File: config.mk
export PLATFORM = sky130hd
export DESIGN_NAME = branch_resolve_unit
export DESIGN_NICKNAME = d
export VERILOG_FILES = /design/src/rtl/branch_resolve_unit_pkg.sv /design/src/rtl/branch_resolve_unit_cond.sv /design/src/rtl/branch_resolve_unit.sv
export SDC_FILE = /design/constraint.sdc
export NUM_CORES = 1
export LEC_CHECK = 0
export CAP_MARGIN = 20
export CORE_ASPECT_RATIO = 0.75
export CORE_UTILIZATION = 53
export DETAILED_ROUTE_END_ITERATION = 12
export GPL_TIMING_DRIVEN = 1
export PLACE_DENSITY = 0.92
export SYNTH_ARGS = -nofsm -noshare
export SYNTH_HDL_FRONTEND = slang
export SYNTH_SLANG_ARGS = --single-unit
File: constraint.sdc
create_clock -name clk -period 6.26 [get_ports clk]
set_input_delay 0.939 -clock clk [delete_from_list [all_inputs] [get_ports clk]]
set_output_delay 0.939 -clock clk [all_outputs]
set_load 0.01 [all_outputs]
File: src/rtl/branch_resolve_unit_pkg.sv
// Shared constants for the execute-stage branch resolver:
// condition codes, default PC width and FSM state encoding.
package branch_resolve_unit_pkg;

  localparam int PC_W = 32;

  localparam logic [3:0] COND_EQ = 4'h0;
  localparam logic [3:0] COND_NE = 4'h1;
  localparam logic [3:0] COND_CS = 4'h2;
  localparam logic [3:0] COND_CC = 4'h3;
  localparam logic [3:0] COND_MI = 4'h4;
  localparam logic [3:0] COND_PL = 4'h5;
  localparam logic [3:0] COND_VS = 4'h6;
  localparam logic [3:0] COND_VC = 4'h7;
  localparam logic [3:0] COND_HI = 4'h8;
  localparam logic [3:0] COND_LS = 4'h9;
  localparam logic [3:0] COND_GE = 4'hA;
  localparam logic [3:0] COND_LT = 4'hB;
  localparam logic [3:0] COND_GT = 4'hC;
  localparam logic [3:0] COND_LE = 4'hD;
  localparam logic [3:0] COND_AL = 4'hE;
  localparam logic [3:0] COND_NV = 4'hF;

  localparam logic [1:0] ST_IDLE  = 2'd0;
  localparam logic [1:0] ST_EVAL  = 2'd1;
  localparam logic [1:0] ST_FLUSH = 2'd2;

  // AL/NV never look at the flags, so they need
  // not wait for in-flight flag writers.
  function automatic logic is_uncond(
    input logic [3:0] c
  );
    return (c == COND_AL) || (c == COND_NV);
  endfunction

endpackage

File: src/rtl/branch_resolve_unit_cond.sv
// condition_checker: combinational NZCV condition evaluation.
// Ports: cond, four flags in; condition_met out. NV never passes.
module condition_checker
  import branch_resolve_unit_pkg::*;
(
  input  logic [3:0] cond,
  input  logic       zero_flag,
  input  logic       carry_flag,
  input  logic       negative_flag,
  input  logic       overflow_flag,
  output logic       condition_met
);

  logic nv_eq;

  assign nv_eq = (negative_flag == overflow_flag);

  always_comb begin
    condition_met = 1'b0;
    unique case (cond)
      COND_EQ: condition_met = zero_flag;
      COND_NE: condition_met = !zero_flag;
      COND_CS: condition_met = carry_flag;
      COND_CC: condition_met = !carry_flag;
      COND_MI: condition_met = negative_flag;
      COND_PL: condition_met = !negative_flag;
      COND_VS: condition_met = overflow_flag;
      COND_VC: condition_met = !overflow_flag;
      COND_HI: condition_met = carry_flag && !zero_flag;
      COND_LS: condition_met = !carry_flag || zero_flag;
      COND_GE: condition_met = nv_eq;
      COND_LT: condition_met = !nv_eq;
      COND_GT: condition_met = !zero_flag && nv_eq;
      COND_LE: condition_met = zero_flag || !nv_eq;
      COND_AL: condition_met = 1'b1;
      COND_NV: condition_met = 1'b0;
      default: condition_met = 1'b0;
    endcase
  end

endmodule

File: src/rtl/branch_resolve_unit.sv
// Execute-stage conditional branch resolver: captures one branch,
// waits for final NZCV, then redirects+flushes or retires not-taken.
// Ports: br_* handshake/payload in, flags + flags_pending in,
// redirect/link/flush/stall/br_done out, saturating stats counters.
module branch_resolve_unit #(
  parameter int PC_W         = branch_resolve_unit_pkg::PC_W,
  parameter int OFF_W        = 24,
  parameter int FLUSH_CYCLES = 2,
  parameter int CNT_W        = 16
) (
  input  logic             clk,
  input  logic             rst,
  input  logic             br_valid,
  output logic             br_ready,
  input  logic [3:0]       br_cond,
  input  logic             br_link,
  input  logic [PC_W-1:0]  br_pc,
  input  logic [OFF_W-1:0] br_offset,
  input  logic             zero_flag,
  input  logic             carry_flag,
  input  logic             negative_flag,
  input  logic             overflow_flag,
  input  logic             flags_pending,
  output logic             stall,
  output logic             redirect_valid,
  output logic [PC_W-1:0]  redirect_pc,
  output logic             link_we,
  output logic [PC_W-1:0]  link_data,
  output logic             flush,
  output logic             br_done,
  output logic             br_taken,
  output logic [CNT_W-1:0] total_cnt,
  output logic [CNT_W-1:0] taken_cnt
);

  import branch_resolve_unit_pkg::*;

  localparam logic [PC_W-1:0] PC_4 = PC_W'(4);
  localparam logic [PC_W-1:0] PC_8 = PC_W'(8);
  localparam logic [3:0] FL_INIT = 4'(FLUSH_CYCLES);
  localparam logic [CNT_W-1:0] CNT_MAX = {CNT_W{1'b1}};

  logic [1:0]       state;
  logic [3:0]       cond_q;
  logic             link_q;
  logic [PC_W-1:0]  pc_q;
  logic [OFF_W-1:0] off_q;
  logic             eval_ok;
  logic             met_q;
  logic [3:0]       fcnt;

  logic             cond_met;
  logic [PC_W-1:0]  off_ext;
  logic [PC_W-1:0]  target;
  logic [PC_W-1:0]  ret_addr;

  condition_checker u_cond (
    .cond          (cond_q),
    .zero_flag     (zero_flag),
    .carry_flag    (carry_flag),
    .negative_flag (negative_flag),
    .overflow_flag (overflow_flag),
    .condition_met (cond_met)
  );

  assign off_ext = {{(PC_W-OFF_W){off_q[OFF_W-1]}}, off_q};
  assign target = pc_q + PC_8 + (off_ext << 2);
  assign ret_addr = pc_q + PC_4;

  // EVAL is split in two: first sample the flags once they are
  // final (eval_ok), then publish the result on the next edge.
  always_ff @(posedge clk or posedge rst) begin
    if (rst) begin
      state          <= ST_IDLE;
      cond_q         <= '0;
      link_q         <= 1'b0;
      pc_q           <= '0;
      off_q          <= '0;
      eval_ok        <= 1'b0;
      met_q          <= 1'b0;
      fcnt           <= '0;
      br_ready       <= 1'b1;
      stall          <= 1'b0;
      redirect_valid <= 1'b0;
      redirect_pc    <= '0;
      link_we        <= 1'b0;
      link_data      <= '0;
      flush          <= 1'b0;
      br_done        <= 1'b0;
      br_taken       <= 1'b0;
      total_cnt      <= '0;
      taken_cnt      <= '0;
    end else begin
      redirect_valid <= 1'b0;
      link_we        <= 1'b0;
      br_done        <= 1'b0;
      case (state)
        ST_IDLE: begin
          if (br_valid && br_ready) begin
            cond_q   <= br_cond;
            link_q   <= br_link;
            pc_q     <= br_pc;
            off_q    <= br_offset;
            eval_ok  <= 1'b0;
            br_ready <= 1'b0;
            state    <= ST_EVAL;
          end
        end
        ST_EVAL: begin
          if (!eval_ok) begin
            if (flags_pending && !is_uncond(cond_q)) begin
              stall <= 1'b1;
            end else begin
              stall   <= 1'b0;
              met_q   <= cond_met;
              eval_ok <= 1'b1;
            end
          end else begin
            br_done  <= 1'b1;
            br_taken <= met_q;
            if (total_cnt != CNT_MAX)
              total_cnt <= total_cnt + 1'b1;
            if (met_q) begin
              redirect_valid <= 1'b1;
              redirect_pc    <= target;
              if (link_q) begin
                link_we   <= 1'b1;
                link_data <= ret_addr;
              end
              if (taken_cnt != CNT_MAX)
                taken_cnt <= taken_cnt + 1'b1;
              flush <= 1'b1;
              stall <= 1'b1;
              fcnt  <= FL_INIT;
              state <= ST_FLUSH;
            end else begin
              br_ready <= 1'b1;
              state    <= ST_IDLE;
            end
          end
        end
        ST_FLUSH: begin
          if (fcnt <= 4'd1) begin
            flush    <= 1'b0;
            stall    <= 1'b0;
            br_ready <= 1'b1;
            state    <= ST_IDLE;
          end else begin
            fcnt <= fcnt - 1'b1;
          end
        end
        default: begin
          flush    <= 1'b0;
          stall    <= 1'b0;
          br_ready <= 1'b1;
          state    <= ST_IDLE;
        end
      endcase
    end
  end

endmodule

==> impl_metrics.ini <==
[clocking]
clock_path_buffers = 2
numCtsBuffers = 17
post-cts-setup-buffers = 0
cts.sinks = 172
htree_levels = 4
root_buffer = clkbuf_16
insertion_delay_ps = 430
cts.clk_slew.worst_paths_ps = 70
cts_tree = done
hold_buffers = 0
cts_resized = 0

[power]
combPwrFrac_pct = 50.9
p_leak_nw = 5.24
power_switching_mw = 2.61
power_density_mw_per_mm2 = 518
swShare_pct = 42.4
seqPwrFrac_pct = 31.8
clockPowerShare_pct = 17.3
peakVddDrop_uv = 230
intPower_mw = 3.55

[die]
ios = 172
rows = 41
core-area_sq_mm = 0.0171
fp.dieH_um = 117
die_w_um = 156
start_util_pct = 55.0
dieArea_sq_mm = 0.0183

[worst_setup_path]
cpMaxStageDelayCell = o31ai_2
r2r-start = pc_q[3]
arrival_ps = 3350
cp_cell_sequence = inv_1 > ha_1 > inv_1 > ha_1 > fa_1 > a21oi_1 > nor2_1 > o311a_1 > o31ai_2 > a2111o_1 > nand3_1
cp-startpoint = pc_q[3]
critPathKind = reg2reg
cp_data_required_time_ps = 6560
cp_num_buf_inv = 2
cp_max_fo = 6
critPathLaunchType = register
crit_family = compound AO/OA/AOI/OAI gates
critPathMaxStageDelay_ps = 490
cp-end-kind = register

[sta]
finalSetupViolCount = 0
finalSetupTns_ps = 0
min_period_over_period_pct = 48.8
fin_ws_ps = 3210
slew_violations = 0
finalHoldViolations = 0
min_period_ps = 3050
fin_skew_ps = 8.43
fmax_mhz = 328
grt_setup_unrepaired = no
tightest_slew_ps = 996
slew_headroom_pct = 33.4

[synth]
yosysWarnings = 0
synthFlopType = dfrtp_1
ys_seq_area_share_pct = 45.8
netlist_instances = 931
syn_area_sq_mm = 0.00940
postSynthAreaPerCell_sq_um = 10.1
synth_cell_types = 70
synth-async-reset-ratio_pct = 100
synth_nets = 1063
ys_ff_latch = 172
synth_edf_count = 0

[final_layout]
fill_cells = 1256
stdcell_area_sq_mm = 0.0119
register_area_sq_mm = 0.00431
multi_input_area_sq_mm = 0.00485
layout-drive-gt1-share_pct = 11.0
area_growth_pct = 26.5
diodes = 0
nets = 1222
finalNonFillerCells = 1339

[route]
drt_wl_total_um = 24500
drc = 0
wl_per_cell_um = 18.3
antenna_left = 0
drt_iter0_drc = 525
drt-pass1-iter-count = 5
vias_per_cell = 5.82
detailroute.via_count = 7799

[hold_path]
hold_path_startpoint = link_data[0]
hp-class = reg2reg

[global_routing]
grt_max_degree = 73
grt-ovfl-total = 0
grt_antenna_before_repair = 0
grt_util_all_layers_pct = 27.7
grt_pass1_vias = 7639
grt_pass1_wl_um = 39600

[place]
io_buffers = 171
routabilityCongestion = 0.953
placed_area_sq_mm = 0.0113
dp_cells = 1307
dp_hpwl_um = 17200
dp_slack_ps = 3230

[job]
maxCapViolCount = 0

[status]
outcome = finished, final reports clean
[power groups by stage]
stage                     Sequential (mW)  Clock [mW]  Combinational, mW
final                                1.96        1.06               3.13
after global routing                 2.01        1.12               3.46
after CTS                            1.95        1.07               3.10
after detailed placement             1.96           0               3.06
after global placement               1.93           0               2.97
after floorplan                      1.94           0               1.99
[Yosys cell counts (2+ instances only)]
library cell | instances | share of area, %
ha_1 | 62 | 8.3
or2_2 | 3 | 0.20
inv_1 | 26 | 1.0
or3_1 | 5 | 0.33
o21a_1 | 6 | 0.48
nand2_1 | 141 | 5.6
o21bai_1 | 2 | 0.16
o311ai_0 | 4 | 0.37
nand3_1 | 46 | 2.5
a21oi_1 | 37 | 2.0
mux2_2 | 61 | 7.3
buf_1 | 4 | 0.16
or4_1 | 5 | 0.40
and2_1 | 2 | 0.13
buf_2 | 10 | 0.53
nand4_1 | 17 | 1.1
nor4_1 | 7 | 0.47
o211ai_1 | 2 | 0.16
clkbuf_1 | 20 | 0.80
a211o_1 | 5 | 0.47
a22oi_1 | 2 | 0.16
xor2_1 | 36 | 3.4
o21ai_0 | 61 | 3.2
a21o_1 | 11 | 0.88
xnor2_1 | 36 | 3.4
o31ai_1 | 10 | 0.80
nor3_1 | 9 | 0.48
dfrtp_1 | 171 | 46
o31a_1 | 6 | 0.56
nand2b_1 | 3 | 0.20
nor2b_1 | 5 | 0.33
and4_1 | 5 | 0.47
a31oi_1 | 6 | 0.40
nor4_2 | 2 | 0.27
nor2_1 | 47 | 1.9
and3_1 | 13 | 0.87
nor3b_1 | 2 | 0.16
a211oi_1 | 8 | 0.64
a311o_1 | 2 | 0.21
[flip-flops by register name, summed over array words and instances, names as in the netlist]
register and count:
br_done 1, br_ready 1, br_taken 1, cond_q 4, eval_ok 1, fcnt 4, flush 1, link_data 32
link_q 1, link_we 1, met_q 1, off_q 24, pc_q 32, redirect_pc 32, redirect_valid 1, stall 1
state 2, taken_cnt 16, total_cnt 16
[cell families after synthesis]
| logic type | after synthesis | share of synthesized area (%) |
|---|---|---|
| muxes | 62 | 7.42 |
| buffers and inverters | 62 | 2.70 |
| AOI/OAI and AO/OA | 180 | 12.5 |
| DFF | 172 | 45.8 |
| and+or+nand+nor | 320 | 16.4 |
| adders and majority gates | 63 | 8.47 |
| xor gates and xnor gates | 72 | 6.71 |
[metrics by stage]
stage,util (%),hold slack (ps),power [mW]
detailed placement,66.2,462,5.02
floorplan,-,457,3.93
CTS,69.6,479,6.12
global placement,66.2,458,4.91
finish,69.6,475,6.16
global route,69.6,494,6.58
[worst reg2reg max path, stage by stage, from the launching register on]
cell	delay [ps]
dfrtp_1	440
inv_1	90
ha_1	280
inv_1	40
ha_1	220
fa_1	410
a21oi_1	180
nor2_1	120
o311a_1	360
o31ai_2	490
a2111o_1	220
nand3_1	70
[worst paths after layout]
path,slack (ps),end,cells after the start
setup / recovery,3210,redirect_pc[27],11
hold / removal,480,link_data[0],2
setup reg to reg,3210,redirect_pc[27],11
hold reg to reg,480,link_data[0],2
max in group asynchronous,4020,off_q[11],3
min in group asynchronous,970,total_cnt[9],2
[cell type report]
type | instances | area share [%]
Multi-Input combinational cell | 697 | 40.8
Sequential cell | 172 | 36.2
Timing Repair Buffer | 176 | 14.7
Clock buffer | 21 | 4.04
Tap cell | 236 | 2.48
Clock inverter | 11 | 0.894
Inverter | 26 | 0.863
[per-layer routing]
| layer | up-vias | track usage [%] | share of wire [%] |
|---|---|---|---|
| met3 | 29 | 6.02 | 7.8 |
| met4 | 0 | 7.29 | 1.5 |
| li1 | 3639 | - | - |
| met5 | - | 0 | 0 |
| met1 | 3817 | 39.1 | 45 |
| met2 | 314 | 43.0 | 45 |
[layout by cell type (no fill, tap or decap), types with 25 or more instances in the layout]
cell type and instances:
dfrtp_1 171, clkdlybuf4s50_1 171, nand2_1 140, ha_1 62, o21ai_0 61, mux2_2 61
nor2_1 47, nand3_1 45, a21oi_1 37, xnor2_1 36, xor2_1 36, inv_1 25
Note: power is estimated with default switching activity, not from simulation.
